<file path="src/rtl/gcd_pkg.sv">
// Shared definitions for the binary-GCD (Stein) engine: FSM encoding and the
// iteration bound used by the termination check.
package gcd_pkg;

  typedef enum logic [1:0] {
    StIdle   = 2'd0,
    StReduce = 2'd1,
    StDone   = 2'd2
  } gcd_state_e;

  // Upper bound on REDUCE cycles for one problem.
  function automatic int unsigned step_bound(input int unsigned width);
    return 2 * width;
  endfunction

endpackage

</file>
<file path="src/rtl/gcd_stein_step.sv">
// One combinational Stein iteration: strips common or single factors of two,
// or replaces the larger odd operand by half the difference.
module gcd_stein_step #(
  parameter int unsigned WIDTH = 8,
  parameter int unsigned KW    = $clog2(WIDTH)
) (
  input  logic [WIDTH-1:0] a,
  input  logic [WIDTH-1:0] b,
  input  logic [KW-1:0]    k,
  output logic [WIDTH-1:0] a_nxt,
  output logic [WIDTH-1:0] b_nxt,
  output logic [KW-1:0]    k_nxt,
  output logic             eq
);

  assign eq = (a == b);

  always_comb begin
    a_nxt = a;
    b_nxt = b;
    k_nxt = k;
    if (!eq) begin
      if (!a[0] && !b[0]) begin
        a_nxt = a >> 1;
        b_nxt = b >> 1;
        k_nxt = k + KW'(1);
      end else if (!a[0]) begin
        a_nxt = a >> 1;
      end else if (!b[0]) begin
        b_nxt = b >> 1;
      end else if (a > b) begin
        // Both odd: the difference is even, so halving it loses nothing.
        a_nxt = (a - b) >> 1;
      end else begin
        b_nxt = (b - a) >> 1;
      end
    end
  end

endmodule

</file>
<file path="src/rtl/gcd_stein_unit.sv">
// Binary-GCD engine with valid/ready operand and result handshakes; reports the
// number of REDUCE cycles spent and short-circuits zero operands.
module gcd_stein_unit
  import gcd_pkg::*;
#(
  parameter int unsigned WIDTH  = 8,
  parameter int unsigned STEP_W = $clog2(2 * WIDTH + 2)
) (
  input  logic              clock,
  input  logic              reset,
  input  logic              in_valid,
  output logic              in_ready,
  input  logic [WIDTH-1:0]  a_data,
  input  logic [WIDTH-1:0]  b_data,
  output logic              out_valid,
  input  logic              out_ready,
  output logic [WIDTH-1:0]  d_out,
  output logic [STEP_W-1:0] steps,
  output logic              busy
);

  localparam int unsigned KW = $clog2(WIDTH);

  gcd_state_e        state_q, state_d;
  logic [WIDTH-1:0]  a_q, a_d, b_q, b_d, d_out_q, d_out_d;
  logic [KW-1:0]     k_q, k_d;
  logic [STEP_W-1:0] step_q, step_d, steps_q, steps_d;
  logic              in_ready_q, out_valid_q, busy_q;

  logic [WIDTH-1:0]  a_nxt, b_nxt;
  logic [KW-1:0]     k_nxt;
  logic              eq;

  gcd_stein_step #(
    .WIDTH (WIDTH),
    .KW    (KW)
  ) u_step (
    .a     (a_q),
    .b     (b_q),
    .k     (k_q),
    .a_nxt (a_nxt),
    .b_nxt (b_nxt),
    .k_nxt (k_nxt),
    .eq    (eq)
  );

  always_comb begin
    state_d = state_q;
    a_d     = a_q;
    b_d     = b_q;
    k_d     = k_q;
    step_d  = step_q;
    d_out_d = d_out_q;
    steps_d = steps_q;
    unique case (state_q)
      StIdle: begin
        if (in_valid && in_ready_q) begin
          a_d    = a_data;
          b_d    = b_data;
          k_d    = '0;
          step_d = '0;
          if (a_data == '0 || b_data == '0) begin
            d_out_d = a_data | b_data;
            steps_d = '0;
            state_d = StDone;
          end else begin
            state_d = StReduce;
          end
        end
      end
      StReduce: begin
        step_d = step_q + STEP_W'(1);
        if (eq) begin
          d_out_d = a_q << k_q;
          steps_d = step_q + STEP_W'(1);
          state_d = StDone;
        end else begin
          a_d = a_nxt;
          b_d = b_nxt;
          k_d = k_nxt;
        end
      end
      StDone: begin
        if (out_ready) state_d = StIdle;
      end
      default: state_d = StIdle;
    endcase
  end

  // Handshake/status flags are registered from the next state so they are glitch-free.
  always_ff @(posedge clock or negedge reset) begin
    if (!reset) begin
      state_q     <= StIdle;
      a_q         <= '0;
      b_q         <= '0;
      k_q         <= '0;
      step_q      <= '0;
      d_out_q     <= '0;
      steps_q     <= '0;
      in_ready_q  <= 1'b0;
      out_valid_q <= 1'b0;
      busy_q      <= 1'b0;
    end else begin
      state_q     <= state_d;
      a_q         <= a_d;
      b_q         <= b_d;
      k_q         <= k_d;
      step_q      <= step_d;
      d_out_q     <= d_out_d;
      steps_q     <= steps_d;
      in_ready_q  <= (state_d == StIdle);
      out_valid_q <= (state_d == StDone);
      busy_q      <= (state_d != StIdle);
    end
  end

  assign in_ready  = in_ready_q;
  assign out_valid = out_valid_q;
  assign d_out     = d_out_q;
  assign steps     = steps_q;
  assign busy      = busy_q;

  step_bound_chk : assert property (@(posedge clock) disable iff (!reset)
    (state_q == StReduce) |-> (step_q < STEP_W'(step_bound(WIDTH))));

endmodule

</file>
<file path="config.mk">
export PLATFORM = sky130hd
export DESIGN_NAME = gcd_stein_unit
export DESIGN_NICKNAME = d
export VERILOG_FILES = /design/src/rtl/gcd_pkg.sv /design/src/rtl/gcd_stein_step.sv /design/src/rtl/gcd_stein_unit.sv
export SDC_FILE = /design/constraint.sdc
export NUM_CORES = 1
export LEC_CHECK = 0
export CORE_MARGIN = 3
export CORE_UTILIZATION = 40
export DETAILED_ROUTE_END_ITERATION = 7
export MAX_ROUTING_LAYER = met4
export PLACE_DENSITY = 0.63
export SYNTH_ARGS = -nofsm -noshare
export SYNTH_HDL_FRONTEND = slang
export SYNTH_HIERARCHICAL = 1
export SYNTH_SLANG_ARGS = --single-unit
</file>
<file path="constraint.sdc">
create_clock -name clock -period 3.1 [get_ports clock]
set_input_delay 0.31 -clock clock [delete_from_list [all_inputs] [get_ports clock]]
set_output_delay 0.31 -clock clock [all_outputs]
set_load 0.005 [all_outputs]
</file>
==> results.py <==
metrics = {
    "sta": {
        "slew_viol_final": 0,
        "setup_ws_ns": 0.2316,
        "worst_pin_slew_ns": 0.9762,
        "fin_crit_ns": 2.868,
        "clock_skew_ns": 0.007382,
        "fin_worst_hold_slack_ns": 0.1650,
        "finalSetupTns_ns": 0,
        "fmax_mhz": 348.6,
        "hold_viol_final": 0,
        "post-route-period-util_pct": 92.53,
        "finalSetupViolations": 0,
        "slew_headroom_pct": 34.92,
        "rsz0062_at_grt": "no",
    },
    "logic_synthesis": {
        "synthTopCellsByArea": "dfrtp_1 (32%), mux2i_1 (7.0%), ha_1 (6.9%), o21ai_0 (5.2%), nand2_1 (4.9%)",
        "synthArstFlopShare_pct": 100.0,
        "syn_nets": 403,
        "yosys.area_share.simple_pct": 17.09,
        "synth-compound-area-share_pct": 22.01,
        "synthAdderAreaFrac_pct": 8.085,
        "synthCells": 363,
        "ys_types": 63,
        "synth_area_um2": 3281,
        "ys_ff_latch": 42,
        "yosys_warnings": 6,
        "syn_avg_cell_area_um2": 9.038,
        "synth_top_area_share_pct": 32.04,
        "yosys_most_used_dff": "dfrtp_1",
        "synth_edf_count": 0,
        "synth_top_family_by_area": "compound AO/OA/AOI/OAI gates",
        "synth_top_area_cell": "dfrtp_1",
        "synth_xor_area_share_pct": 3.471,
        "synth_mux_area_share_pct": 11.14,
        "ys_seq_area_share_pct": 32.04,
    },
    "clock_tree": {
        "clockBufferDepth": 2,
        "cts.sinks": 42,
        "post_cts_buffers": 0,
        "cts.clk_slew.worst_paths_ns": 0.09,
        "cts_tree": "yes",
        "htreeDepth": 2,
        "cts_resized": 0,
        "numCtsBuffers": 5,
        "cts_hold_buf": 0,
        "clkLatencyLatePin_ns": 0.30,
        "cts_root_buf": "clkbuf_8",
    },
    "worst_setup_path": {
        "setup.worst_path.end": "b_q[4]",
        "required_ns": 3.33,
        "reg2reg_slack_ns": 0.23,
        "timing.rr.end": "b_q[4]",
        "max_stage_delay_ns": 0.47,
        "critPathCaptureType": "flop",
        "cp.buffers_inverters": 2,
        "worst_setup_path_start_kind": "flop",
        "cp.arrival_ns": 3.09,
        "crit_family": "compound AO/OA/AOI/OAI gates",
        "path_cells": "inv_1 -> ha_1 -> buf_4 -> nand3_1 -> a21boi_1 -> o311ai_4 -> o211ai_1 -> a221oi_1 -> mux2i_1 -> o21ai_0",
        "crit_type": "flop to flop",
        "crit_path_max_fanout": 10,
        "crit_cells": 10,
        "cp_slowest_cell": "dfrtp_1",
        "reg2reg_from": "a_q[5]",
        "startpoint": "a_q[5]",
        "ff2ff_path_depth": 10,
    },
    "power_and_ir_drop": {
        "ir_worst_vdd_uv": 435.1,
        "p_per_area_nw_per_um2": 1280,
        "p_leak_uw": 0.001711,
    },
    "run": {
        "maxCapViolations": 0,
    },
    "floorplanning": {
        "row_count": 32,
        "ios": 36,
        "dieHeight_um": 96.56,
        "die-area_um2": 9324,
        "coreArea_um2": 7848,
        "die_x_um": 96.56,
        "start_util_pct": 41.80,
    },
    "hold_path": {
        "hold_path.class": "primary input to asynchronous set/reset pin",
    },
    "placement": {
        "gp_routability_congestion": 0.9063,
        "hpwlAfterDp_um": 6820,
        "dp_cells": 497,
        "io_buffers": 35,
        "place_ws_ns": 0.2720,
    },
    "cells_and_area": {
        "layout_commonest_cell": "nand2_1",
        "stdcell_count": 505,
        "final_cell_mix": "nand2_1 (43), dfrtp_1 (42), o21ai_0 (34), clkdlybuf4s50_1 (34)",
        "fin_nets": 442,
        "antenna_cells": 0,
        "layout-drive-gt1-share_pct": 12.16,
        "area_growth_pct": 18.46,
    },
    "drt": {
        "dr.pass1.iters": 5,
        "drcViolationCount": 0,
        "ant_nets": 0,
        "viasPerCell": 5.796,
        "drt_iter0_markers": 235,
        "postRouteWirelength_um": 8986,
        "wl_per_cell_um": 17.79,
        "vias": 2927,
    },
    "grt": {
        "grt_max_degree": 43,
        "grt_pass1_wl_um": 14320,
        "gr-usage-all-layers_pct": 20.74,
        "grt_pass1_vias": 2732,
        "overflow": 0,
        "antenna_found_initial": 0,
    },
    "status": {
        "status": "complete, no violations",
    },
}
## registers in the layout, summed over array words and instances (netlist names)
signal	cells
step_q	5
b_q	8
out_valid	1
state_q	2
k_q	3
steps	5
d_out	8
in_ready	1
busy	1
a_q	8
## stage by stage
step	utilization (%)	power (µW)	area (µm²)
floorplan	-	3491	3281
global placement	48.12	4447	3776
detailed placement	48.12	4484	3776
CTS	49.52	4947	3886
global route	49.52	5423	3886
finish	49.52	4976	3886
## worst register-to-register path: stages (launching register included)
cell and delay (ns):
dfrtp_1 0.47, inv_1 0.11, ha_1 0.34, buf_4 0.19
nand3_1 0.09, a21boi_1 0.12, o311ai_4 0.41, o211ai_1 0.39
a221oi_1 0.42, mux2i_1 0.12, o21ai_0 0.15
## where the power goes
part | internal [µW] | switching (µW) | total, µW
registers | 792 | 235 | 1030
logic | 1520 | 1990 | 3500
clock network | 241 | 205 | 446
total | 2550 | 2430 | 4980
## cell usage after synthesis, drive strengths merged, types with 7 or more instances
cell    number
ha          18
nor3        10
mux2i       23
o21ai       34
buf         14
dfrtp       42
xnor2        8
a21oi       12
inv         23
a31oi        7
a221oi       7
nor2        24
nand3        8
mux2        12
nand2       44
## cell type report
type | instances | area [µm²]
fill | 755 | 3961
multi-input combinational | 280 | 2032
sequential | 42 | 1051
timing repair buffer | 49 | 462.9
tap | 102 | 127.6
inverter | 24 | 102.6
clock buffer | 6 | 72.57
clock inverter | 2 | 37.54
## metal layers
metal | share of wire [%] | vias up | global-route usage [%]
li1 | - | 1401 | -
met1 | 47 | 1407 | 30.16
met2 | 44 | 111 | 29.66
met3 | 7.4 | 8 | 3.486
met4 | 1.4 | 0 | 5.841
met5 | 0 | - | -
## how the worst min path moves through the flow
stage          startpoint   endpoint  slack, ns  cells past startpoint
5_1_grt             reset  step_q[4]       0.24                      1
6_report            reset  step_q[4]       0.17                      1
2_1_floorplan       reset     a_q[0]       0.01                      0
3_5_place_dp     steps[0]   steps[0]       0.48                      1
4_1_cts             reset  step_q[4]       0.21                      1
3_3_place_gp     steps[4]   steps[4]       0.47                      1
## logic make-up (layout without fill, tap and decap cells)
logic type,Yosys count,after routing
AOI/OAI and AO/OA,99,99
xor gates and xnor gates,13,13
adders and majority gates,20,20
buffers and inverters,41,81
DFF,42,42
muxes,35,35
and+or+nand+nor,113,113
(Power assumes the default switching activity.)
